[config.mk]
export PLATFORM = sky130hd
export DESIGN_NAME = lzw_dict_port
export DESIGN_NICKNAME = d
export VERILOG_FILES = /design/src/rtl/lzw_dict_port.sv
export SDC_FILE = /design/constraint.sdc
export NUM_CORES = 1
export LEC_CHECK = 0
export BUFFER_PORTS_ARGS = -buffer_cell sky130_fd_sc_hd__buf_2
export CORE_ASPECT_RATIO = 0.8
export CORE_UTILIZATION = 46
export CTS_CLUSTER_SIZE = 10
export DETAILED_ROUTE_END_ITERATION = 8
export PLACE_DENSITY = 0.79
export SLEW_MARGIN = 20
export SYNTH_ARGS = -nofsm -noshare
export SYNTH_HDL_FRONTEND = slang
export SYNTH_SLANG_ARGS = --single-unit
[constraint.sdc]
create_clock -name clk -period 3.8 [get_ports clk]
set_clock_uncertainty 0.15 [all_clocks]
set_input_delay 0.95 -clock clk [delete_from_list [all_inputs] [get_ports clk]]
set_output_delay 0.95 -clock clk [all_outputs]
set_load 0.005 [all_outputs]
[src/rtl/lzw_dict_port.sv]
// Request/response front end for the single-port LZW dictionary RAM.
// Serialises read/write/insert requests onto the RAM and owns next-free-code allocation.
module lzw_dict_port #(
   parameter int ADDR_WIDTH = 12,
   parameter int DATA_WIDTH = 64,
   parameter int DEPTH      = 4096,
   parameter int FIRST_CODE = 256,
   parameter int TIMEOUT    = 15
) (
   input  logic                  clk,
   input  logic                  rst_n,
   input  logic                  req_valid,
   output logic                  req_ready,
   input  logic [1:0]            req_op,
   input  logic [ADDR_WIDTH-1:0] req_addr,
   input  logic [DATA_WIDTH-1:0] req_data,
   output logic                  rsp_valid,
   input  logic                  rsp_ready,
   output logic [DATA_WIDTH-1:0] rsp_data,
   output logic [ADDR_WIDTH-1:0] rsp_code,
   output logic                  rsp_err,
   input  logic                  clear,
   output logic [ADDR_WIDTH-1:0] next_code,
   output logic                  dict_full,
   output logic [ADDR_WIDTH-1:0] ram_addr,
   output logic [DATA_WIDTH-1:0] ram_data_in,
   output logic                  ram_cs,
   output logic                  ram_we,
   input  logic [DATA_WIDTH-1:0] ram_data_out,
   input  logic                  ram_valid
);

   typedef enum logic [1:0] {IDLE, ISSUE, WAIT, RESP} state_t;

   localparam logic [1:0] OP_READ   = 2'b00;
   localparam logic [1:0] OP_INSERT = 2'b10;
   localparam logic [1:0] OP_RSVD   = 2'b11;
   localparam int CNT_W = $clog2(TIMEOUT + 1);
   localparam logic [CNT_W-1:0]      WAIT_LAST = CNT_W'(TIMEOUT - 1);
   localparam logic [ADDR_WIDTH-1:0] FIRST_C   = ADDR_WIDTH'(FIRST_CODE);
   localparam logic [ADDR_WIDTH-1:0] LAST_C    = ADDR_WIDTH'(DEPTH - 1);
   localparam logic [ADDR_WIDTH:0]   DEPTH_EXT = (ADDR_WIDTH + 1)'(DEPTH);

   state_t                state;
   logic [1:0]            op_q;
   logic [CNT_W-1:0]      wait_cnt;
   logic                  accept;
   logic                  addr_bad;
   logic                  accept_err;
   logic [ADDR_WIDTH-1:0] target_addr;

   assign req_ready   = (state == IDLE) & ~clear;
   assign accept      = req_valid & req_ready;
   // Extra MSB keeps the range check meaningful when DEPTH == 2**ADDR_WIDTH.
   assign addr_bad    = ({1'b0, req_addr} >= DEPTH_EXT);
   assign accept_err  = (req_op == OP_RSVD)
                      | ((req_op != OP_INSERT) & addr_bad)
                      | ((req_op == OP_INSERT) & dict_full);
   assign target_addr = (req_op == OP_INSERT) ? next_code : req_addr;

   always_ff @(posedge clk or negedge rst_n) begin
      if (!rst_n) begin
         state       <= IDLE;
         op_q        <= OP_READ;
         wait_cnt    <= '0;
         rsp_valid   <= 1'b0;
         rsp_err     <= 1'b0;
         rsp_data    <= '0;
         rsp_code    <= '0;
         ram_cs      <= 1'b0;
         ram_we      <= 1'b0;
         ram_addr    <= '0;
         ram_data_in <= '0;
         next_code   <= FIRST_C;
         dict_full   <= 1'b0;
      end else begin
         // Clear takes priority over the allocation step of an in-flight insert.
         if (clear) begin
            next_code <= FIRST_C;
            dict_full <= 1'b0;
         end else if (state == ISSUE && op_q == OP_INSERT) begin
            if (next_code == LAST_C)
               dict_full <= 1'b1;
            else
               next_code <= next_code + 1'b1;
         end

         case (state)
            IDLE: begin
               if (accept) begin
                  op_q     <= req_op;
                  rsp_code <= target_addr;
                  rsp_data <= '0;
                  if (accept_err) begin
                     rsp_err   <= 1'b1;
                     rsp_valid <= 1'b1;
                     state     <= RESP;
                  end else begin
                     rsp_err     <= 1'b0;
                     ram_cs      <= 1'b1;
                     ram_we      <= (req_op != OP_READ);
                     ram_addr    <= target_addr;
                     ram_data_in <= req_data;
                     state       <= ISSUE;
                  end
               end
            end
            ISSUE: begin
               if (op_q == OP_READ) begin
                  wait_cnt <= '0;
                  state    <= WAIT;
               end else begin
                  ram_cs    <= 1'b0;
                  ram_we    <= 1'b0;
                  rsp_valid <= 1'b1;
                  state     <= RESP;
               end
            end
            WAIT: begin
               if (ram_valid || wait_cnt == WAIT_LAST) begin
                  if (ram_valid)
                     rsp_data <= ram_data_out;
                  else
                     rsp_err <= 1'b1;
                  ram_cs    <= 1'b0;
                  ram_we    <= 1'b0;
                  rsp_valid <= 1'b1;
                  state     <= RESP;
               end else begin
                  wait_cnt <= wait_cnt + 1'b1;
               end
            end
            RESP: begin
               if (rsp_ready) begin
                  rsp_valid <= 1'b0;
                  state     <= IDLE;
               end
            end
            default: state <= IDLE;
         endcase
      end
   end

endmodule
* Word-level counts from Yosys, hierarchy flattened *
Cells that the tools add are included.

storage, ports and cells
  input bits = 148
  bits in registers = 177
  output and inout port bits = 170
  logic and storage cells = 99

cells by class
  reductions and logical operators = 20
  bitwise gates (word level) = 6
  add/sub/neg operators = 2
  equality and inequality tests = 19
  mux-type cells = 39

operators with widths
  cell                                            number
  two-way mux 64 bit                              3
  case mux 64 bit (2 select lines)                1
  two-way mux 12 bit                              4
  inequality test 2 bit (second input constant)   10
  two-way mux 1 bit                               19
  adder 12 x 1 -> 12 bit (second input constant)  1
  equality test 12 bit (second input constant)    1
  equality test 2 bit (second input constant)     5
  AND reduction 5 bit                             2
  nonzero test 2 bit                              5
  AND reduction 3 bit                             3
  two-way mux 2 bit                               4
  two-way mux 4 bit                               2
  case mux 2 bit (4 select lines)                 1
  case mux 4 bit (2 select lines)                 1
  AND reduction 4 bit                             2
  case mux 1 bit (3 select lines)                 2
  AND reduction 2 bit                             3
  adder 4 x 1 -> 4 bit (second input constant)    1
  equality test 4 bit (second input constant)     1
  logical NOT 2 bit                               2
  case mux 1 bit (4 select lines)                 1
  bitwise AND 1 bit                               3
  nonzero test 3 bit                              1
  7 further kinds                                 8

* Longest topological paths before layout *
Gate-level depths: netlist of the first run.

  word-level depth = 6
  gate-level depth with buffers = 9
  mapped depth without buffers = 6

* Worst setup path before layout of the first run *
Ideal clock, no wire load.

  kind = input port to output port
  from = input port clear
  to = output port req_ready
  path slack = 1411 ps
  data arrival time = 1289 ps
  path buffers = 1
  required time = 2700 ps
  cell stages on the path = 2
  cell sequence = clkbuf_1 > nor2b_1

on the way
  cells in the longest elaborated chain, start to end = 2

RTL lines
  item                RTL line  source
  start: declaration  22        input logic clear,
  inverter 1 bit      52        assign req_ready = (state == IDLE) & ~clear;
  bitwise AND 1 bit   52
  end: declaration    13        output logic req_ready,

No other way between the ends.

* Final worst setup path of the first run *
  from = register state[0]
  to = output port req_ready

on the way
  cells in the longest elaborated chain, start to end = 2

RTL lines
  item                      RTL line  source
  start: declaration        44        state_t state;
  start signal: assignment  63        state <= IDLE;
  start signal: assignment  97        state <= RESP;
  start signal: assignment  104       state <= ISSUE;
  logical NOT 2 bit         52
  bitwise AND 1 bit         52

No other way between the ends.

==> results of run 1 <==
[flip-flops by register name (all words and copies together), names as in the netlist, 2 cells and up]
signal       cells
rsp_code        12
rsp_data        64
ram_data_in     64
op_q             2
next_code       12
state            2
wait_cnt         4
ram_addr        12
[per-stage QoR]
| step | power [mW] | setup slack (ns) | util, % | std cells |
|---|---|---|---|---|
| floorplan | 4.34 | 1.41 | - | 523 |
| global placement | 5.45 | 0.966 | 60.3 | 1002 |
| detailed placement | 5.55 | 0.915 | 60.3 | 1002 |
| CTS | 7.24 | 1.09 | 64.2 | 1034 |
| global route | 7.64 | 0.978 | 64.2 | 1034 |
| finish | 7.16 | 1.10 | 64.2 | 1035 |
[cells by family after synthesis]
kind of cell	Yosys count	share of synthesized area [%]
AOI/OAI and AO/OA	132	13.8
xor gates and xnor gates	1	0.125
adders and majority gates	9	1.61
buffers and inverters	41	2.50
DFF	177	63.2
muxes	82	12.9
and+or+nand+nor	81	5.85
[cells in the final DEF (no fill, tap or decap), types with 3 or more instances in the layout]
cell and instances:
nand2_1 32, mux2i_1 14, nand3_1 9, ha_1 9, nor2_1 10, o311ai_0 3
a21oi_1 13, inv_8 4, or4_1 3, nor2b_1 3, or3_1 3, o31ai_1 4
a22o_1 65, nand4_1 3, dfrtp_1 176, a31oi_1 3, o21ai_0 34, inv_1 11
buf_4 6, clkinv_4 3, clkbuf_16 17, buf_2 316, mux2_2 66, inv_6 4
nand2b_1 3, or2_2 3
[synth_stat cells (all sizes together)]
cell / count
o22ai: 1
nor3b: 1
ha: 9
a221o: 1
a22o: 65
nand4: 3
o31ai: 4
nand2b: 4
a31oi: 3
or2: 3
o21a: 1
or4: 3
o41ai: 3
and4: 1
o21ai: 36
a211oi: 1
nand3b: 1
mux2i: 14
a21oi: 13
nor2b: 3
and4b: 2
buf: 20
or3: 3
o311ai: 3
nand3: 10
xor2: 1
and3b: 1
nand2: 32
dfstp: 1
dfrtp: 176
a222oi: 1
clkbuf: 10
inv: 11
and3: 2
mux2: 68
nor2: 10
nor3: 2
[worst max-delay path by stage]
stage / startpoint / to / slack (ns) / cells past startpoint
after floorplan: clear / req_ready / 1.41 / 2
after global placement: clear / ram_we / 0.97 / 5
after detailed placement: clear / ram_data_in[56] / 0.92 / 5
after CTS: state[0] / req_ready / 1.09 / 4
after global routing: state[0] / rsp_data[28] / 0.98 / 6
final: state[0] / req_ready / 1.10 / 4
[layer usage]
metal | global-route usage, % | part of all wire (%)
met5 | 0 | 0.069
met4 | 9.60 | 2.4
met3 | 5.20 | 5.6
met2 | 38.0 | 49
met1 | 30.7 | 43
[critical path, delay by kind of cell, from the launching register on]
kind	cells	cell delay (ns)
fa+ha+maj	1	0.31
buf+inv	2	0.27
flops	1	0.45
simple gates	1	0.16
[layout make-up]
cell class | instances | area, um^2
Clock inverter | 15 | 143
Antenna cell | 1 | 2.50
Fill cell | 1174 | 5220
Timing Repair Buffer | 325 | 1680
Tap cell | 184 | 230
Inverter | 11 | 41.3
Multi-Input combinational cell | 305 | 2420
Clock buffer | 17 | 425
Sequential cell | 177 | 4430
[where the power goes]
part | internal [mW] | switching (mW)
combinational | 1.30 | 1.12
clock | 0.870 | 0.793
sequential | 2.67 | 0.413
==> flow_summary_export.csv, run 1 <==
group,metric,value,unit
grt,grt_max_degree,67,
synthesis,avgSynthCellArea,13.4,um^2
clocking,numCtsBuffers,17,
timing,setup_tns,0,ns
setup_path,crit_required,2.70,ns
timing,min_period_over_period,71.1,%
floorplanning,die_w,140,um
setup_path,r2r_setup_slack,1.18,ns
placement,dp_hpwl,12.8,mm
floorplanning,start_util,48.1,%
floorplanning,core_area,14600,um^2
timing,rsz0062_at_grt,"no",
synthesis,syn_area,7010,um^2
floorplanning,top_level_ports,318,
clocking,post_cts_buffers,0,
synthesis,synth_top_cell_by_area,"dfrtp_1",
setup_path,path_class,"flop to primary output",
job,max_cap_violations,0,
drt,wl_per_cell,16.9,um
grt,grt_pass1_vias,5411,
synthesis,yosysWarnings,0,
final_layout,layout-drive-gt1-share,50.8,%
grt,grt_pass1_wl,28.5,mm
floorplanning,num_rows,39,
timing,final-hold-violation-count,0,
drt,drc,0,
min_path,hold_class,"primary input to asynchronous set/reset pin",
setup_path,crit_slowest_cell,"dfrtp_1",
clocking,cts_resized,0,
pwr,vdd_drop_max,0.438,mV
clocking,cts_root_buffer,"clkbuf_16",
synthesis,synthTopCellsByArea,"dfrtp_1 (63%), mux2_2 (11%), a22o_1 (8.1%)",
synthesis,synth_cells,523,
setup_path,worstPathCellList,"inv_1 > ha_1 > nor2b_1 > buf_2",
clocking,cts_tree,"done",
timing,setup_viol,0,
placement,place.gp.congestion,0.832,
clocking,cts_buffer_depth,2,
clocking,cts_max_level,4,
setup_path,cp_slowest_stage_delay,0.45,ns
grt,grt_usage,23.4,%
grt,antenna_found_initial,2,
synthesis,yosys.area.top_type_share,62.8,%
final_layout,finalInstanceArea,9370,um^2
placement,io_buffer_count,317,
floorplanning,dieArea,15700,um^2
drt,drt-initial-drc-count,409,
drt,avgViaCountPerCell,5.25,
floorplanning,die_h,112,um
synthesis,synthesis.nets,680,
final_layout,flow.area_growth_from_synthesis,33.7,%
drt,firstDrtPassIters,5,
placement,dpl_cell_area,8800,um^2
pwr,p_leak,4.96,nW
pwr,p_per_area,764,nW/um^2
setup_path,critPathCaptureType,"primary output",
timing,post-route-min-period,2.70,ns
clocking,cts.sinks,177,
timing,max-slew-margin-rel,35.8,%
run_status,status,"finished, final reports clean",
synthesis,ys_ff_latch,177,
timing,hold_slack,0.312,ns
setup_path,r2r-start,"state[0]",
drt,wirelength,17.5,mm
timing,worst_slew_pin_slew,0.952,ns
clocking,clkLatencyLatePin,0.42,ns
final_layout,final_nets,994,
clocking,cts_hold_buf,0,
setup_path,reg2reg_to,"rsp_data[11]",
drt,num_vias,5432,
setup_path,worst-r2r-cell-count,6,
setup_path,worst_setup_path_start_kind,"flop",
setup_path,cp_max_fo,7,
timing,max_freq,370,MHz
grt,grt-ovfl-total,0,
synthesis,synth.distinct_cells,43,
setup_path,cp.arrival,1.60,ns
clocking,clk_pin_slew,0.07,ns
drt,drt.antenna.violating_nets,0,
timing,maxSlewViolCount,0,
synthesis,seq_area_frac_synth,63.2,%
Power figures use the tool's default switching activity.
==> run 2, diff against run 1 <==
CORE_UTILIZATION = 42   (was 46)
PLACE_DENSITY = 0.76   (was 0.79)
clock period = 2.4 ns   (was 3.8 ns; I/O delays follow)
==> run 2 against run 1 <==
Effect of this change: cell area is 2.4% higher; wire length is 5.1% higher; worst hold slack worse by 0.076 ns; non-clock buffer count is 13 higher; combinational power is 65% higher; sequential power is 58% higher; register-to-register slack worse by 1.0 ns; count of clock-buffer cells in the layout is 1 higher; die area is 9.4% higher; flip-flop and latch count stayed put; first-iteration DRC count is 28% lower.
==> flow_summary_export.csv, run 2 (synthesized netlist as in run 1, its figures left out) <==
group,metric,value,unit
clocking,cts_tree,"done",
job,max_cap_violations,0,
clocking,cts_max_level,4,
clocking,cts_buffer_depth,2,
timing,max_freq,441,MHz
floorplanning,num_rows,41,
final_layout,layout_commonest_cell,"buf_2",
floorplanning,dieArea,17200,um^2
timing,setup_tns,0,ns
setup_path,path_class,"flop to primary output",
final_layout,final_nets,1007,
placement,dpl_cell_area,8980,um^2
clocking,cts.sinks,177,
grt,grt_usage,22.3,%
floorplanning,die_h,118,um
final_layout,flow.area_growth_from_synthesis,36.9,%
drt,avgViaCountPerCell,5.10,
timing,max-slew-margin-rel,54.2,%
placement,dp_hpwl,13.9,mm
timing,post-route-min-period,2.27,ns
final_layout,post-route-util,59.8,%
grt,grt_pass1_wl,29.9,mm
drt,drt-initial-drc-count,295,
run_status,status,"finished, final reports clean",
clocking,post_cts_buffers,0,
clocking,numCtsBuffers,17,
placement,io_buffer_count,317,
setup_path,crit_required,1.65,ns
clocking,clk_pin_slew,0.08,ns
timing,worst_slew_pin_slew,0.680,ns
clocking,cts_root_buffer,"clkbuf_16",
clocking,clkLatencyLatePin,0.42,ns
drt,firstDrtPassIters,6,
setup_path,crit_slowest_cell,"dfrtp_1",
setup_path,cp_slowest_stage_delay,0.43,ns
floorplanning,core_area,16100,um^2
placement,placedCellCount,1045,
timing,rsz0062_at_grt,"no",
timing,min_period_over_period,94.5,%
floorplanning,die_w,146,um
drt,drt.antenna.violating_nets,0,
setup_path,cp.arrival,1.52,ns
final_layout,layout-drive-gt1-share,51.4,%
timing,maxSlewViolCount,0,
timing,setup_viol,0,
grt,grt_pass1_vias,5384,
final_layout,mostFrequentLayoutCells,"buf_2 (316), dfrtp_1 (176), mux2_2 (66)",
floorplanning,start_util,43.7,%
drt,wirelength,18.4,mm
placement,place.gp.congestion,0.875,
drt,drc,0,
timing,final-hold-violation-count,0,
grt,grt_max_degree,56,
floorplanning,top_level_ports,318,
final_layout,largestRegisters,"ram_data_in: 64 flops, rsp_data: 64 flops",
grt,grt-ovfl-total,0,
pwr,p_per_area,1210,nW/um^2
setup_path,cp_max_fo,5,
min_path,hold_class,"primary input to flop",
setup_path,r2r_setup_slack,0.18,ns
pwr,vdd_drop_max,0.607,mV
grt,antenna_found_initial,2,
setup_path,critPathCaptureType,"primary output",
drt,wl_per_cell,17.1,um
final_layout,finalInstanceArea,9600,um^2
setup_path,worst_setup_path_start_kind,"flop",
final_layout,final_cells,1079,
setup_path,worstPathCellList,"inv_1 > ha_1 > nor2b_1 > buf_2",
pwr,p_leak,5.06,nW
drt,num_vias,5499,
## run 2: cell types whose count changed in the layout (fill, tap and decap cells not counted), sizes merged
| cell | change |
|---|---|
| buf | +12 |
| clkinvlp | -2 |
| bufinv | +1 |
| clkbuf | +1 |
| clkinv | +1 |
| dlygate4sd3 | +1 |
| inv | -1 |
## run 2: power by group
group          internal, mW  total (mW)  switching, mW  leakage (nW)
clock network          1.52        2.77           1.26         0.297
logic                  2.15        3.97           1.82          2.51
registers              4.23        4.89          0.655          2.25
## run 2: final cells by class
| class | count | area [um^2] |
|---|---|---|
| Multi-Input combinational cell | 305 | 2420 |
| Sequential cell | 177 | 4430 |
| Inverter | 11 | 41.3 |
| Antenna cell | 1 | 2.50 |
| Timing Repair Buffer | 338 | 1830 |
| Clock inverter | 14 | 166 |
| Tap cell | 215 | 269 |
| Fill cell | 1335 | 6460 |
| Clock buffer | 18 | 439 |
## run 2: stage by stage
| step | hold WS [ns] | setup WS, ns | power, mW |
|---|---|---|---|
| 2_1_floorplan | 0.154 | 0.330 | 6.87 |
| 3_3_place_gp | 0.307 | 0.255 | 8.80 |
| 3_5_place_dp | 0.316 | 0.177 | 8.96 |
| 4_1_cts | 0.216 | 0.127 | 11.8 |
| 5_1_grt | 0.216 | 0.0178 | 12.4 |
| 6_report | 0.236 | 0.132 | 11.6 |
## run 2: final timing paths
path / start / endpoint / depth (start not counted)
hold reg to reg: ram_addr[11] / ram_addr[11] / 2
setup / recovery: state[0] / req_ready / 4
max in group asynchronous: rst_n / next_code[8] / 3
min in group asynchronous: rst_n / rsp_data[61] / 2
hold / removal: ram_data_out[58] / rsp_data[58] / 2
setup reg to reg: state[0] / rsp_data[21] / 7
## run 2: timing repair
item / 4_1_cts / 5_1_grt
hold buffers: 1 / 0
resized for setup: 0 / 0
hold endpoints to repair: 41 / 0
## run 2: routing by layer
metal  routed length (um)  share of wire (%)  GRT usage (%)
met1                 8030                 44           29.6
met2                 9180                 50           36.1
met3                 1020                5.5           5.66
met4                  181               0.98           6.18
met5                   12              0.065              0
## run 2: critical path, delay by kind of cell, from the launching register on
| kind | cells | cell delay (ns) |
|---|---|---|
| buf+inv | 2 | 0.28 |
| simple gates | 1 | 0.16 |
| flops | 1 | 0.43 |
| fa+ha+maj | 1 | 0.23 |
==> run 3, diff against run 2 <==
BUFFER_PORTS_ARGS = unset   (was -buffer_cell sky130_fd_sc_hd__buf_2)
CORE_UTILIZATION = 46   (was 42)
DONT_BUFFER_PORTS = 1   (was unset)
PLACE_DENSITY = unset   (was 0.76)
==> run 3 against run 2 <==
Effect of this change: the flow now finishes with violations (hold timing); die area decreased by 8.6%; first-iteration DRC count shrank 16%; utilization shrank 6.3 points; count of clock-buffer cells in the layout did not move; global-route usage is 1.4 points lower; critical path type is now flop to flop; largest cell class unchanged; largest power group unchanged.
==> flow_summary_export.csv, run 3 (synthesized netlist as in run 1, its figures left out) <==
group,metric,value,unit
grt,antenna_found_initial,0,
placement,io_buffer_count,0,
final_layout,regArea,4430,um^2
run_status,violations,"hold timing",
drt,drt-initial-drc-count,248,
final_layout,nFillCells,1225,
grt,grt_pass1_wl,24.9,mm
floorplanning,top_level_ports,318,
timing,min_period_over_period,92.8,%
timing,max_freq,449,MHz
setup_path,r2r_setup_slack,0.17,ns
timing,hold_slack,-0.284,ns
grt,grt_pass1_vias,4155,
clocking,clkLatencyLatePin,0.42,ns
placement,dp_hpwl,11.5,mm
floorplanning,die_h,112,um
timing,maxSlewViolCount,0,
floorplanning,num_rows,39,
drt,avgViaCountPerCell,5.96,
final_layout,largestRegisters,"ram_data_in: 64 flops, rsp_data: 64 flops",
final_layout,layout-drive-gt1-share,21.5,%
pwr,power.total,10.3,mW
job,max_cap_violations,0,
clocking,cts_max_level,4,
drt,drt.antenna.violating_nets,0,
final_layout,final_nets,676,
setup_path,cp.arrival,2.39,ns
drt,wl_per_cell,22.8,um
timing,setup_viol,0,
timing,final-hold-violation-count,177,
run_status,status,"finished with violations",
pwr,p_leak,3.59,nW
clocking,cts_buffer_depth,2,
drt,num_vias,4261,
setup_path,critPathCaptureType,"flop",
floorplanning,start_util,48.1,%
floorplanning,dieArea,15700,um^2
min_path,hold_class,"primary input to asynchronous set/reset pin",
grt,grt_usage,20.9,%
pwr,p_per_area,1320,nW/um^2
clocking,clk_pin_slew,0.07,ns
grt,grt_max_degree,178,
setup_path,worst-r2r-cell-count,7,
grt,grt-ovfl-total,0,
setup_path,cp_max_fo,64,
timing,max-slew-margin-rel,49.7,%
drt,wirelength,16.3,mm
timing,post-route-min-period,2.23,ns
placement,dpl_cell_area,7190,um^2
clocking,numCtsBuffers,17,
final_layout,multiInputGateArea,2430,um^2
drt,firstDrtPassIters,4,
clocking,cts_tree,"done",
final_layout,layout_commonest_cell,"dfrtp_1",
setup_path,worst_setup_path_start_kind,"flop",
clocking,cts.sinks,177,
final_layout,flow.area_growth_from_synthesis,11.3,%
setup_path,path_class,"flop to flop",
setup_path,reg2reg_to,"rsp_data[45]",
clocking,cts_root_buffer,"clkbuf_16",
placement,place.gp.congestion,0.765,
floorplanning,die_w,140,um
final_layout,finalInstanceArea,7800,um^2
setup_path,r2r-start,"state[0]",
floorplanning,core_area,14600,um^2
setup_path,crit_required,2.56,ns
timing,worst_slew_pin_slew,0.755,ns
timing,rsz0062_at_grt,"no",
final_layout,diodes,0,
final_layout,mostFrequentLayoutCells,"dfrtp_1 (176), mux2_2 (66), a22o_1 (65)",
drt,drc,0,
pwr,vdd_drop_max,0.620,mV
run 3: changes by cell type in the layout (fill, tap and decap cells not counted), sizes merged:
cell / change
inv: -3
bufinv: +1
buf: -330
diode: -1
dlygate4sd3: -1
clkinvlp: +1
run 3: through the flow:
| step | util (%) | worst slack (ns) | setup TNS [ns] | instances |
|---|---|---|---|---|
| after floorplan | - | 0.330 | 0 | 523 |
| after global placement | 49.3 | 0.0974 | 0 | 683 |
| after detailed placement | 49.3 | -0.0228 | -0.0311 | 683 |
| after CTS | 53.4 | 0.0658 | 0 | 714 |
| after global routing | 53.5 | 0.0414 | 0 | 715 |
| final | 53.5 | 0.173 | 0 | 715 |
run 3: layer usage:
metal	share of wire (%)	GRT usage [%]	vias to the layer above	wire, um
li1	-	-	1902	-
met1	40	26.1	2140	6530
met2	50	33.8	191	8200
met3	7.3	6.19	28	1190
met4	2.3	8.94	0	369
met5	0	0	-	0
run 3: area by class of cell:
| cell class | count | share of cell area, % |
|---|---|---|
| sequential | 177 | 56.8 |
| multi-input combinational | 305 | 31.1 |
| clock buffer | 18 | 5.63 |
| tap | 184 | 2.95 |
| clock inverter | 13 | 1.97 |
| timing repair buffer | 7 | 1.04 |
| inverter | 11 | 0.529 |
run 3: worst max path at each step:
stage                         endpoint  startpoint  cells after the start
after global routing      rsp_data[45]    state[0]                      7
after detailed placement  rsp_data[45]    state[0]                      4
after global placement    rsp_data[22]    state[0]                      4
final                     rsp_data[45]    state[0]                      7
after CTS                 rsp_data[45]    state[0]                      8
after floorplan                 ram_cs    state[0]                      7
run 3: critical path, stage by stage (launching register included):
cell and delay [ns]:
dfrtp_1 0.43, inv_1 0.14, ha_1 0.36, inv_1 0.18, o21ai_1 0.25, o21ai_4 0.10
buf_12 0.20, a22o_1 0.27
run 3: power breakdown:
part           total (mW)  switching (mW)  internal, mW
Combinational        2.23           0.989          1.24
Sequential           5.34            1.10          4.25
Clock                2.77            1.19          1.58
run 3: repair_timing:
item                                   4_1_cts  5_1_grt
setup endpoints to repair                   54       65
endpoints found under the hold margin      177      177
gates resized for setup                      1        3
setup buffers                                0        1
pin swaps                                    0        1
